--- src/rtl/logit_quantizer.sv ---
// Requantizes a serial stream of per-class accumulators to BITWIDTH signed logits
// and hands the packed vector to the argmax stage. Optional macro: LOGIT_ROUND_EN.
module logit_quantizer #(
  parameter int BITWIDTH    = 8,
  parameter int ACC_WIDTH   = 32,
  parameter int SHIFT       = 8,
  parameter int CLASSES     = 10,
  parameter int INDEX_WIDTH = 4
) (
  input  logic                         clk,
  input  logic                         rst,
  input  logic                         in_valid,
  output logic                         in_ready,
  input  logic [ACC_WIDTH-1:0]         in_data,
  input  logic                         in_last,
  output logic                         out_valid,
  input  logic                         out_ready,
  output logic [BITWIDTH*CLASSES-1:0]  data_o,
  output logic                         frame_err
);

  // Handshakes: a beat or vector transfers on the rising edge where valid && ready;
  // valid never depends on ready, and in_ready depends only on state_q.
  typedef enum logic {FILL, HOLD} state_t;

  localparam logic [INDEX_WIDTH-1:0] LAST_IDX = INDEX_WIDTH'(CLASSES - 1);
  localparam logic signed [ACC_WIDTH:0] SAT_MAX = (ACC_WIDTH+1)'((1 << (BITWIDTH - 1)) - 1);
  localparam logic signed [ACC_WIDTH:0] SAT_MIN = ~SAT_MAX;

  state_t                     state_q, state_d;
  logic [INDEX_WIDTH-1:0]     cnt;
  logic                       armed;
  logic                       accept;
  logic                       load;
  logic [BITWIDTH-1:0]        fill_buf [CLASSES];
  logic [BITWIDTH*CLASSES-1:0] fill_vec;

  logic signed [ACC_WIDTH:0]  acc_ext, acc_sum, acc_shr;
  logic [BITWIDTH-1:0]        q_sat;

  assign acc_ext = {in_data[ACC_WIDTH-1], in_data};

`ifdef LOGIT_ROUND_EN
  // Half-LSB offset; the extra sign bit keeps the sum from wrapping.
  localparam logic signed [ACC_WIDTH:0] RND =
    (SHIFT == 0) ? '0 : ((ACC_WIDTH+1)'(1) << ((SHIFT == 0) ? 0 : SHIFT - 1));
  assign acc_sum = acc_ext + RND;
`else
  assign acc_sum = acc_ext;
`endif

  assign acc_shr = acc_sum >>> SHIFT;

  always_comb begin
    q_sat = acc_shr[BITWIDTH-1:0];
    if (acc_shr > SAT_MAX)
      q_sat = SAT_MAX[BITWIDTH-1:0];
    else if (acc_shr < SAT_MIN)
      q_sat = SAT_MIN[BITWIDTH-1:0];
  end

  always_comb begin
    fill_vec = '0;
    for (int k = 0; k < CLASSES; k++)
      fill_vec[BITWIDTH*(CLASSES-k)-1 -: BITWIDTH] = fill_buf[k];
  end

  always_ff @(posedge clk or posedge rst) begin
    if (rst) state_q <= FILL;
    else     state_q <= state_d;
  end

  always_comb begin
    state_d  = state_q;
    in_ready = 1'b0;
    load     = 1'b0;
    case (state_q)
      FILL: begin
        in_ready = 1'b1;
        if (in_valid && cnt == LAST_IDX) state_d = HOLD;
      end
      HOLD: begin
        if (!out_valid && out_ready && armed) begin
          load    = 1'b1;
          state_d = FILL;
        end
      end
      default: state_d = FILL;
    endcase
  end

  assign accept = in_valid && in_ready;

  always_ff @(posedge clk or posedge rst) begin
    if (rst) begin
      cnt       <= '0;
      out_valid <= 1'b0;
      data_o    <= '0;
      frame_err <= 1'b0;
      armed     <= 1'b1;
      for (int k = 0; k < CLASSES; k++) fill_buf[k] <= '0;
    end else begin
      if (accept) begin
        for (int k = 0; k < CLASSES; k++)
          if (cnt == INDEX_WIDTH'(k)) fill_buf[k] <= q_sat;
        cnt <= (cnt == LAST_IDX) ? '0 : cnt + INDEX_WIDTH'(1);
        if (in_last != (cnt == LAST_IDX)) frame_err <= 1'b1;
      end

      if (load) begin
        data_o    <= fill_vec;
        out_valid <= 1'b1;
        cnt       <= '0;
      end else if (out_valid && out_ready) begin
        out_valid <= 1'b0;
      end

      // Ready stays high one cycle after a handshake; only a low ready re-arms.
      if (out_valid && out_ready) armed <= 1'b0;
      else if (!out_ready)        armed <= 1'b1;
    end
  end

endmodule

--- config.mk ---
export PLATFORM = sky130hd
export DESIGN_NAME = logit_quantizer
export DESIGN_NICKNAME = d
export VERILOG_FILES = /design/src/rtl/logit_quantizer.sv
export SDC_FILE = /design/constraint.sdc
export NUM_CORES = 1
export LEC_CHECK = 0
export BUFFER_PORTS_ARGS = -buffer_cell sky130_fd_sc_hd__buf_2
export CORE_AREA = 2 2 112 114
export DETAILED_ROUTE_END_ITERATION = 7
export DIE_AREA = 0 0 114 116
export GPL_TIMING_DRIVEN = 1
export PLACE_DENSITY_LB_ADDON = 0.2
export SYNTH_ARGS = -nofsm -noshare
export SYNTH_HDL_FRONTEND = slang
export SYNTH_SLANG_ARGS = --single-unit
--- constraint.sdc ---
create_clock -name clk -period 11.3 [get_ports clk]
set_input_delay 1.13 -clock clk [delete_from_list [all_inputs] [get_ports clk]]
set_output_delay 1.13 -clock clk [all_outputs]
set_load 0.02 [all_outputs]
==> flow_summary.toml, run 1 <==
[detailed_routing]
ant_nets = 0
viasPerCell = 5.510
dr.pass1.iters = 4
drtIter0Drc = 217
drc = 0
wl_per_cell_um = 17.76
vias = 4204
routed_wl_um = 13550

[logic_synthesis]
ys_seq_area_share_pct = 65.15
ys_ff_latch = 168
synthCells = 487
syn_area_um2 = 6455
syn_avg_cell_area_um2 = 13.25
yosysWarnings = 0
synth_cell_types = 39
syn_nets = 524

[timing]
rsz0062_at_grt = "no"
clock_skew_ps = 10.27
fmax_mhz = 403.6
finalSetupViolCount = 0
timing.final.crit_share_pct = 21.93
holdWs_ps = 470.1
period_minus_slack_ps = 2478
tightest_slew_ps = 1088
hold_viol = 0
fin_setup_tns_ps = 0
max_slew_margin_pct = 27.47
slew_viol_final = 0

[die]
io-pin-count = 120
die_w_um = 114
fp.dieH_um = 116
start_util_pct = 54.19
dieArea_um2 = 13220
row_count = 40
core_region_area_um2 = 11910

[clock_network]
post_cts_buffers = 0
cts.sinks = 168
cts_hold_buf = 0
cts-resized-gates = 0
clockRootBuffer = "clkbuf_16"
cts_inserted_buffers = 17
cts_tree = "built"
htree_levels = 4
clock_tree.buffer_depth = 2
clk_latency_ps = 420
clk_pin_slew_ps = 70

[pwr]
power_mw = 2.284
ir_worst_vdd_mv = 0.1186
p_per_area_nw_per_um2 = 295.6
leakagePower_nw = 3.703

[critical_path]
crit_required_ps = 11580
cp-start-kind = "primary input"
path_class = "primary input to flip-flop"
cp_max_fo = 9
end_kind = "flip-flop"
cp.arrival_ps = 2760

[global_routing]
grt_max_degree = 89
grt_util_all_layers_pct = 21.08
gr-total-overflow = 0
antenna_found_initial = 0
grt_pass1_vias = 4129
grt_pass1_wl_um = 20880

[placement]
dp.cells = 731
io_buffers = 111
placed_cell_area_um2 = 7151
hpwl_um = 8638
place_congestion = 0.7589

[layout]
seq_area_um2 = 4205
nets = 640
final_cell_mix = "dfrtp_1, buf_2, mux2_2"
num_antenna_cells = 0
drive_above_1_share_pct = 41.56
multi_input_area_um2 = 2160
nFillCells = 900
final_common_cell = "dfrtp_1"
syn2layout_area_growth_pct = 19.71
stdcell_area_um2 = 7727
layoutNonFillerInstCount = 763

[flow_run]
drv_cap = 0

[status]
outcome = "completed"

[worst_hold_path]
hold_class = "flip-flop to flip-flop"
-- cell usage after synthesis, drive strengths merged --
cell type	count	area [um^2]
a21o	1	7.510
a21oi	70	350.3
a22oi	1	7.510
a41oi	1	8.760
and2	4	25.02
and2b	4	32.53
and3b	1	8.760
and4bb	1	12.51
buf	4	22.52
clkbuf	13	48.80
dfrtp	167	4179
dfstp	1	26.28
inv	5	18.77
mux2	90	1013
mux2i	1	10.01
nand2	9	51.30
nand2b	4	25.02
nand3	2	10.01
nand4	4	25.02
nand4b	1	8.760
nor2	75	304.0
nor2b	4	25.02
nor3	5	62.56
nor3b	2	25.02
nor4	5	46.29
o21ai	6	30.03
o21bai	1	7.510
o2bb2ai	1	8.760
o31ai	1	7.510
o41ai	1	27.53
or4b	1	10.01
xnor2	1	8.760
-- per-stage QoR --
step                util (%)  setup slack [ps]
floorplan                  -              5625
global placement       60.03              8434
detailed placement     60.03              8364
CTS                    64.87              8818
global route           64.87              8575
finish                 64.87              8822
-- where the power goes --
group / internal [mW] / switching, mW / total (mW)
clock network: 0.328 / 0.235 / 0.562
registers: 0.874 / 0.159 / 1.03
logic: 0.295 / 0.394 / 0.689
-- routing by layer --
metal | wire, um | global-route usage, % | up-vias | part of all wire, %
met5 | 0 | 0 | - | 0
met4 | 354 | 9.268 | 0 | 2.6
met3 | 611 | 4.655 | 26 | 4.5
met2 | 6596 | 34.48 | 102 | 49
met1 | 5985 | 27.42 | 2149 | 44
li1 | - | - | 1927 | -
-- sequential cells by signal, summed over array words and instances, names as in the netlist --
signal / count
armed: 1
cnt: 4
data_o: 80
fill_buf: 80
frame_err: 1
out_valid: 1
state_q: 1
-- worst paths after layout --
path / slack, ps / to / cells after the start / from
max: 8820 / fill_buf[75] / 5 / in_valid
min: 470 / armed / 1 / out_valid
max reg2reg: 9000 / fill_buf[32] / 4 / cnt[0]
min reg2reg: 470 / armed / 1 / out_valid
max in group asynchronous: 8910 / data_o[37] / 3 / rst
min in group asynchronous: 830 / fill_buf[70] / 2 / rst
-- worst max-delay path: stages --
cell	delay (ps)
buf_2	100
or4b_1	740
nor3_4	430
and2b_4	270
a21oi_1	90
-- kinds of logic after synthesis --
logic type / count (synthesis) / synth area share (%)
flops: 168 / 65.15
simple gates: 122 / 10.41
mux: 91 / 15.86
compound gates: 83 / 7.056
buf+inv: 22 / 1.396
xor+xnor: 1 / 0.1357
-- cell type report --
type / count / share of cell area (%)
Multi-Input combinational cell: 297 / 27.95
Clock inverter: 13 / 1.862
Sequential cell: 168 / 54.42
Timing Repair Buffer: 114 / 7.481
Inverter: 5 / 0.3076
Tap cell: 147 / 2.380
Clock buffer: 19 / 5.602
No activity file was read; power rests on OpenSTA's default activity.
==> run 2: changes to the inputs <==
--- a/config.mk
+++ b/config.mk
@@ -6,9 +6,9 @@
 export NUM_CORES = 1
 export LEC_CHECK = 0
 export BUFFER_PORTS_ARGS = -buffer_cell sky130_fd_sc_hd__buf_2
-export CORE_AREA = 2 2 112 114
+export CORE_AREA = 2 2 117 119
 export DETAILED_ROUTE_END_ITERATION = 7
-export DIE_AREA = 0 0 114 116
+export DIE_AREA = 0 0 119 121
 export GPL_TIMING_DRIVEN = 1
 export PLACE_DENSITY_LB_ADDON = 0.2
 export SYNTH_ARGS = -nofsm -noshare
==> constraint.sdc (replaced) <==
create_clock -name clk -period 2.2 [get_ports clk]
set_input_delay 0.22 -clock clk [delete_from_list [all_inputs] [get_ports clk]]
set_output_delay 0.22 -clock clk [all_outputs]
set_load 0.02 [all_outputs]
==> run 2 against run 1 <==
Clock-buffer cell count rose by 8. Hold slack got worse by 350 ps. Final cell count rose by 5.4%. Highest routed layer unchanged. Largest power group unchanged. Via count rose by 0.76%. First-iteration DRC count rose by 44%. Global-route usage fell by 0.23 points. Setup slack got worse by 8700 ps. Critical path type is now flip-flop to flip-flop. Clock power rose to 4.8 times the previous value. Critical path depth fell by 2. Utilization fell by 4.4 points.
==> flow_summary.toml, run 2 (synthesized netlist as in run 1, its figures left out) <==
[critical_path]
cp.arrival_ps = 2350
cp-start-kind = "flip-flop"
path_class = "flip-flop to flip-flop"
crit_required_ps = 2510
crit_chain = "or4b_1, nor2_4, mux2_2"
slowest_delay_ps = 820
cp_max_fo = 8
path_delay_family = "simple AND/OR/NAND/NOR gates"
crit_buf_inv = 0
end_kind = "flip-flop"
crit_slowest_cell = "or4b_1"

[timing]
rsz0062_at_grt = "no"
slew_viol_final = 0
clock_skew_ps = 7.891
fin_setup_tns_ps = 0
timing.final.crit_share_pct = 92.70
hold_viol = 0
max_slew_margin_pct = 59.13
finalSetupViolCount = 0
fin_ws_ps = 160.5
fmax_mhz = 490.3
period_minus_slack_ps = 2039
tightest_slew_ps = 609.8

[detailed_routing]
dr.pass1.iters = 5
routed_wl_um = 14140
viasPerCell = 5.269
ant_nets = 0
drtIter0Drc = 313
drc = 0
wl_per_cell_um = 17.58
vias = 4236

[flow_run]
drv_cap = 0

[clock_network]
cts_inserted_buffers = 17
cts_tree = "built"
clockRootBuffer = "clkbuf_16"
clk_pin_slew_ps = 60
cts.sinks = 168
clk_latency_ps = 420
htree_levels = 4
clock_tree.buffer_depth = 2

[layout]
nets = 655
top_regs = "data_o x80, fill_buf x80, cnt x4"
syn2layout_area_growth_pct = 22.60
num_antenna_cells = 0
final_cell_mix = "dfrtp_1, buf_2, mux2_2"
layoutNonFillerInstCount = 804
nFillCells = 1055
final_common_cell = "dfrtp_1"
drive_above_1_share_pct = 42.04

[worst_hold_path]
hold_class = "primary input to flip-flop"

[global_routing]
grt_pass1_vias = 4338
grt_max_degree = 96
antenna_found_initial = 0
grt_util_all_layers_pct = 20.85
gr-total-overflow = 0
grt_pass1_wl_um = 22700

[die]
die_w_um = 119
io-pin-count = 120
core_region_area_um2 = 13090
fp.dieH_um = 121
dieArea_um2 = 14400
start_util_pct = 49.33
row_count = 42

[pwr]
leakagePower_nw = 3.797
power_mw = 11.62
ir_worst_vdd_mv = 0.6973
p_per_area_nw_per_um2 = 1469

[placement]
place_congestion = 0.8075
io_buffers = 111
hpwl_um = 9392
dp.cells = 773
pre_cts_ws_ps = 152.8

[status]
outcome = "completed"
-- run 2: cell types whose count changed in the layout (fill, tap and decap cells not counted) --
cell | previous run | this run
clkinvlp_4 | 4 | 2
inv_6 | 6 | 0
clkbuf_1 | 2 | 4
dlygate4sd3_1 | 0 | 2
buf_12 | 0 | 6
buf_4 | 3 | 10
bufinv_16 | 2 | 0
clkinv_2 | 2 | 1
clkbuf_8 | 0 | 6
-- run 2: final cells by class --
| type | instances | area, um^2 | area share (%) |
|---|---|---|---|
| clock buffers | 27 | 523.0 | 6.609 |
| clock inverters | 2 | 12.51 | 0.1581 |
| inverters | 5 | 22.52 | 0.2846 |
| multi-input cells | 297 | 2160 | 27.29 |
| flip-flops and latches | 168 | 4205 | 53.14 |
| well taps | 176 | 220.2 | 2.783 |
| repair buffers | 129 | 770.7 | 9.739 |
-- run 2: report_power, final --
group          total, mW  switching (mW)  internal, mW
logic               3.67            2.09          1.58
registers           5.26           0.769          4.49
clock network       2.69            1.09          1.60
-- run 2: routing by layer --
layer | GRT usage (%) | up-vias | part of all wire [%]
met5 | 0 | - | 0
met2 | 33.84 | 111 | 51
met1 | 27.11 | 2155 | 43
met3 | 5.122 | 14 | 4.7
li1 | - | 1956 | -
met4 | 8.482 | 0 | 1.1
-- run 2: path summary, 6_finish.rpt --
| path | from | endpoint | slack (ps) | depth (start not counted) |
|---|---|---|---|---|
| worst max register to register | cnt[2] | fill_buf[63] | 160 | 3 |
| max in group asynchronous | rst | armed | 1280 | 4 |
| worst max-delay path | cnt[2] | fill_buf[63] | 160 | 3 |
| min in group asynchronous | rst | data_o[78] | 480 | 4 |
| worst min-delay path | in_last | frame_err | 120 | 3 |
| worst min register to register | frame_err | frame_err | 480 | 1 |
-- run 2: repair_timing --
| item | in CTS | in global routing |
|---|---|---|
| hold buffers | 2 | 0 |
| endpoints found under the hold margin | 99 | 0 |
| buffers inserted | 0 | 0 |
| resized for setup | 0 | 0 |
-- run 2: worst min-delay path: stages --
cell	delay, ps
buf_2	100
xnor2_1	120
o21bai_1	60
-- run 2: per-stage QoR --
| stage | hold WS, ps | utilization [%] | instance area (um^2) |
|---|---|---|---|
| after floorplan | 288.2 | - | 6459 |
| after global placement | 382.9 | 56.23 | 7358 |
| after detailed placement | 391.8 | 56.23 | 7358 |
| after CTS | 109.2 | 60.48 | 7914 |
| after global routing | 124.2 | 60.48 | 7914 |
| final | 124.3 | 60.48 | 7914 |
==> run 3: changes to the inputs <==
--- a/config.mk
+++ b/config.mk
@@ -6,9 +6,11 @@
 export NUM_CORES = 1
 export LEC_CHECK = 0
 export BUFFER_PORTS_ARGS = -buffer_cell sky130_fd_sc_hd__buf_2
-export CORE_AREA = 2 2 117 119
+export CELL_PAD_IN_SITES_DETAIL_PLACEMENT = 1
+export CELL_PAD_IN_SITES_GLOBAL_PLACEMENT = 2
+export CORE_AREA = 4 4 143 145
 export DETAILED_ROUTE_END_ITERATION = 7
-export DIE_AREA = 0 0 119 121
+export DIE_AREA = 0 0 147 149
 export GPL_TIMING_DRIVEN = 1
 export PLACE_DENSITY_LB_ADDON = 0.2
 export SYNTH_ARGS = -nofsm -noshare
==> run 3 against run 2 <==
Clock power up 8.2%. Total power is 2.6% higher. Clock-buffer cell count down 3. Non-clock buffer count rose by 7. Utilization shrank 18 points. Critical endpoint is now fill_buf[71]. Register-to-register slack gained 140 ps. Final cell count increased by 12%. Sequential power about the same. Hold slack got worse by 17 ps. Critical path depth is 1 higher. Die area is 52% higher. Sequential share of layout area fell by 1.2 points. Largest power group unchanged.
==> flow_summary.toml, run 3 (synthesized netlist as in run 1, its figures left out) <==
[timing]
slew_viol_final = 0
tightest_slew_ps = 675.7
max_slew_margin_pct = 54.86
hold_viol = 0
clock_skew_ps = 9.390
fin_setup_tns_ps = 0
fmax_mhz = 527.5
rsz0062_at_grt = "no"
timing.final.crit_share_pct = 86.16
finalSetupViolCount = 0
period_minus_slack_ps = 1896

[clock_network]
cts-resized-gates = 0
clock_tree.buffer_depth = 2
cts_tree = "built"
clockRootBuffer = "clkbuf_16"
clk_pin_slew_ps = 60
htree_levels = 4
cts_inserted_buffers = 17
clk_latency_ps = 420
cts.sinks = 168

[die]
die_w_um = 147
row_count = 51
fp.dieH_um = 149
core_region_area_um2 = 19210
io-pin-count = 120
start_util_pct = 33.61
dieArea_um2 = 21900

[layout]
stdcell_area_um2 = 8099
final_cell_mix = "dfrtp_1, buf_2, mux2_2"
syn2layout_area_growth_pct = 25.47
nFillCells = 2049
num_antenna_cells = 0
nets = 662
top_regs = "data_o x80, fill_buf x80, cnt x4"
final_common_cell = "dfrtp_1"
fin_util_pct = 42.17
drive_above_1_share_pct = 42.92

[detailed_routing]
dr.pass1.iters = 4
drc = 0
ant_nets = 0
routed_wl_um = 16160
viasPerCell = 4.751
vias = 4281
drtIter0Drc = 145
wl_per_cell_um = 17.93

[global_routing]
antenna_found_initial = 0
grt_util_all_layers_pct = 15.42
grt_pass1_vias = 4669
grt_max_degree = 48
grt_pass1_wl_um = 26070
gr-total-overflow = 0

[critical_path]
cp_max_fo = 8
crit_required_ps = 2510
cp.arrival_ps = 2200
crit_chain = "or4b_1, buf_4, nor2_4, mux2_2"
cp-start-kind = "flip-flop"
path_class = "flip-flop to flip-flop"
r2r_cells = 4
slowest_delay_ps = 580
r2r-end = "fill_buf[71]"
end_kind = "flip-flop"
r2r_start = "cnt[3]"
worst-r2r-setup-slack_ps = 300
crit_slowest_cell = "or4b_1"

[status]
outcome = "completed"

[placement]
hpwl_um = 11240
place_congestion = 0.7451
io_buffers = 111
placed_cell_area_um2 = 7505

[pwr]
leakagePower_nw = 3.828
clockPowerShare_pct = 24.4
power_mw = 11.92
p_sw_share_pct = 34.17
ir_worst_vdd_mv = 0.5678
seqPwrFrac_pct = 44.2
switchingPower_mw = 4.075
intPower_mw = 7.849
p_comb_share_pct = 31.4
p_per_area_nw_per_um2 = 1472

[worst_hold_path]
whs_endpoint = "frame_err"
holdPathStages = 3
hold_class = "primary input to flip-flop"
holdCritStartpoint = "in_last"

[flow_run]
drv_cap = 0
## run 3: cell types whose count changed in the layout (fill, tap and decap cells not counted), sizes merged
| cell | previous run | this run |
|---|---|---|
| bufinv | 0 | 2 |
| clkinv | 1 | 2 |
| clkbuf | 27 | 24 |
| clkinvlp | 2 | 3 |
| buf | 127 | 134 |
## run 3: cell type report
class	count	area (um^2)	area share, %
Sequential cell	168	4205	51.92
Tap cell	265	331.6	4.094
Timing Repair Buffer	136	798.3	9.856
Multi-Input combinational cell	297	2167	26.76
Clock buffer	24	481.7	5.948
Clock inverter	6	92.59	1.143
Inverter	5	22.52	0.2781
## run 3: what timing repair did
action                    in CTS  in global routing
setup buffers                  0                  0
hold endpoints to repair      18                  0
hold buffers                   2                  0
## run 3: power groups by stage
stage	registers, mW	logic [mW]	clock network (mW)
after floorplan	5.89	1.81	0
after global placement	5.28	3.67	0
after detailed placement	5.35	3.80	0
after CTS	5.31	3.83	3.01
after global routing	5.48	4.12	3.15
final	5.27	3.75	2.91
## run 3: routing by layer
layer | global-route usage, % | share of wire, %
met5 | 0 | 0
met4 | 5.592 | 1.6
met3 | 3.342 | 3.3
met2 | 25.26 | 49
met1 | 20.36 | 46
## run 3: worst max-delay path by stage
stage	slack [ps]	startpoint	depth (start not counted)	to
6_report	300	cnt[3]	4	fill_buf[71]
5_1_grt	210	state_q	4	fill_buf[0]
4_1_cts	310	cnt[3]	4	fill_buf[71]
3_5_place_dp	300	in_data[22]	6	fill_buf[60]
3_3_place_gp	350	cnt[2]	4	fill_buf[71]
2_1_floorplan	-160	rst	1	cnt[0]
## run 3: worst max-delay path: cells and delay by family, from the launching register on
kind          cells  cell delay [ps]
mux               1              360
simple gates      2              780
buf+inv           1              210
flops             1              440
## run 3: through the flow
step | hold slack [ps] | worst slack (ps) | std cells
floorplan | 288.2 | -159.9 | 487
global placement | 344.6 | 345.8 | 869
detailed placement | 349.8 | 304.6 | 869
CTS | 89.42 | 308.6 | 901
global route | 105.5 | 207.5 | 901
finish | 107.0 | 304.4 | 901
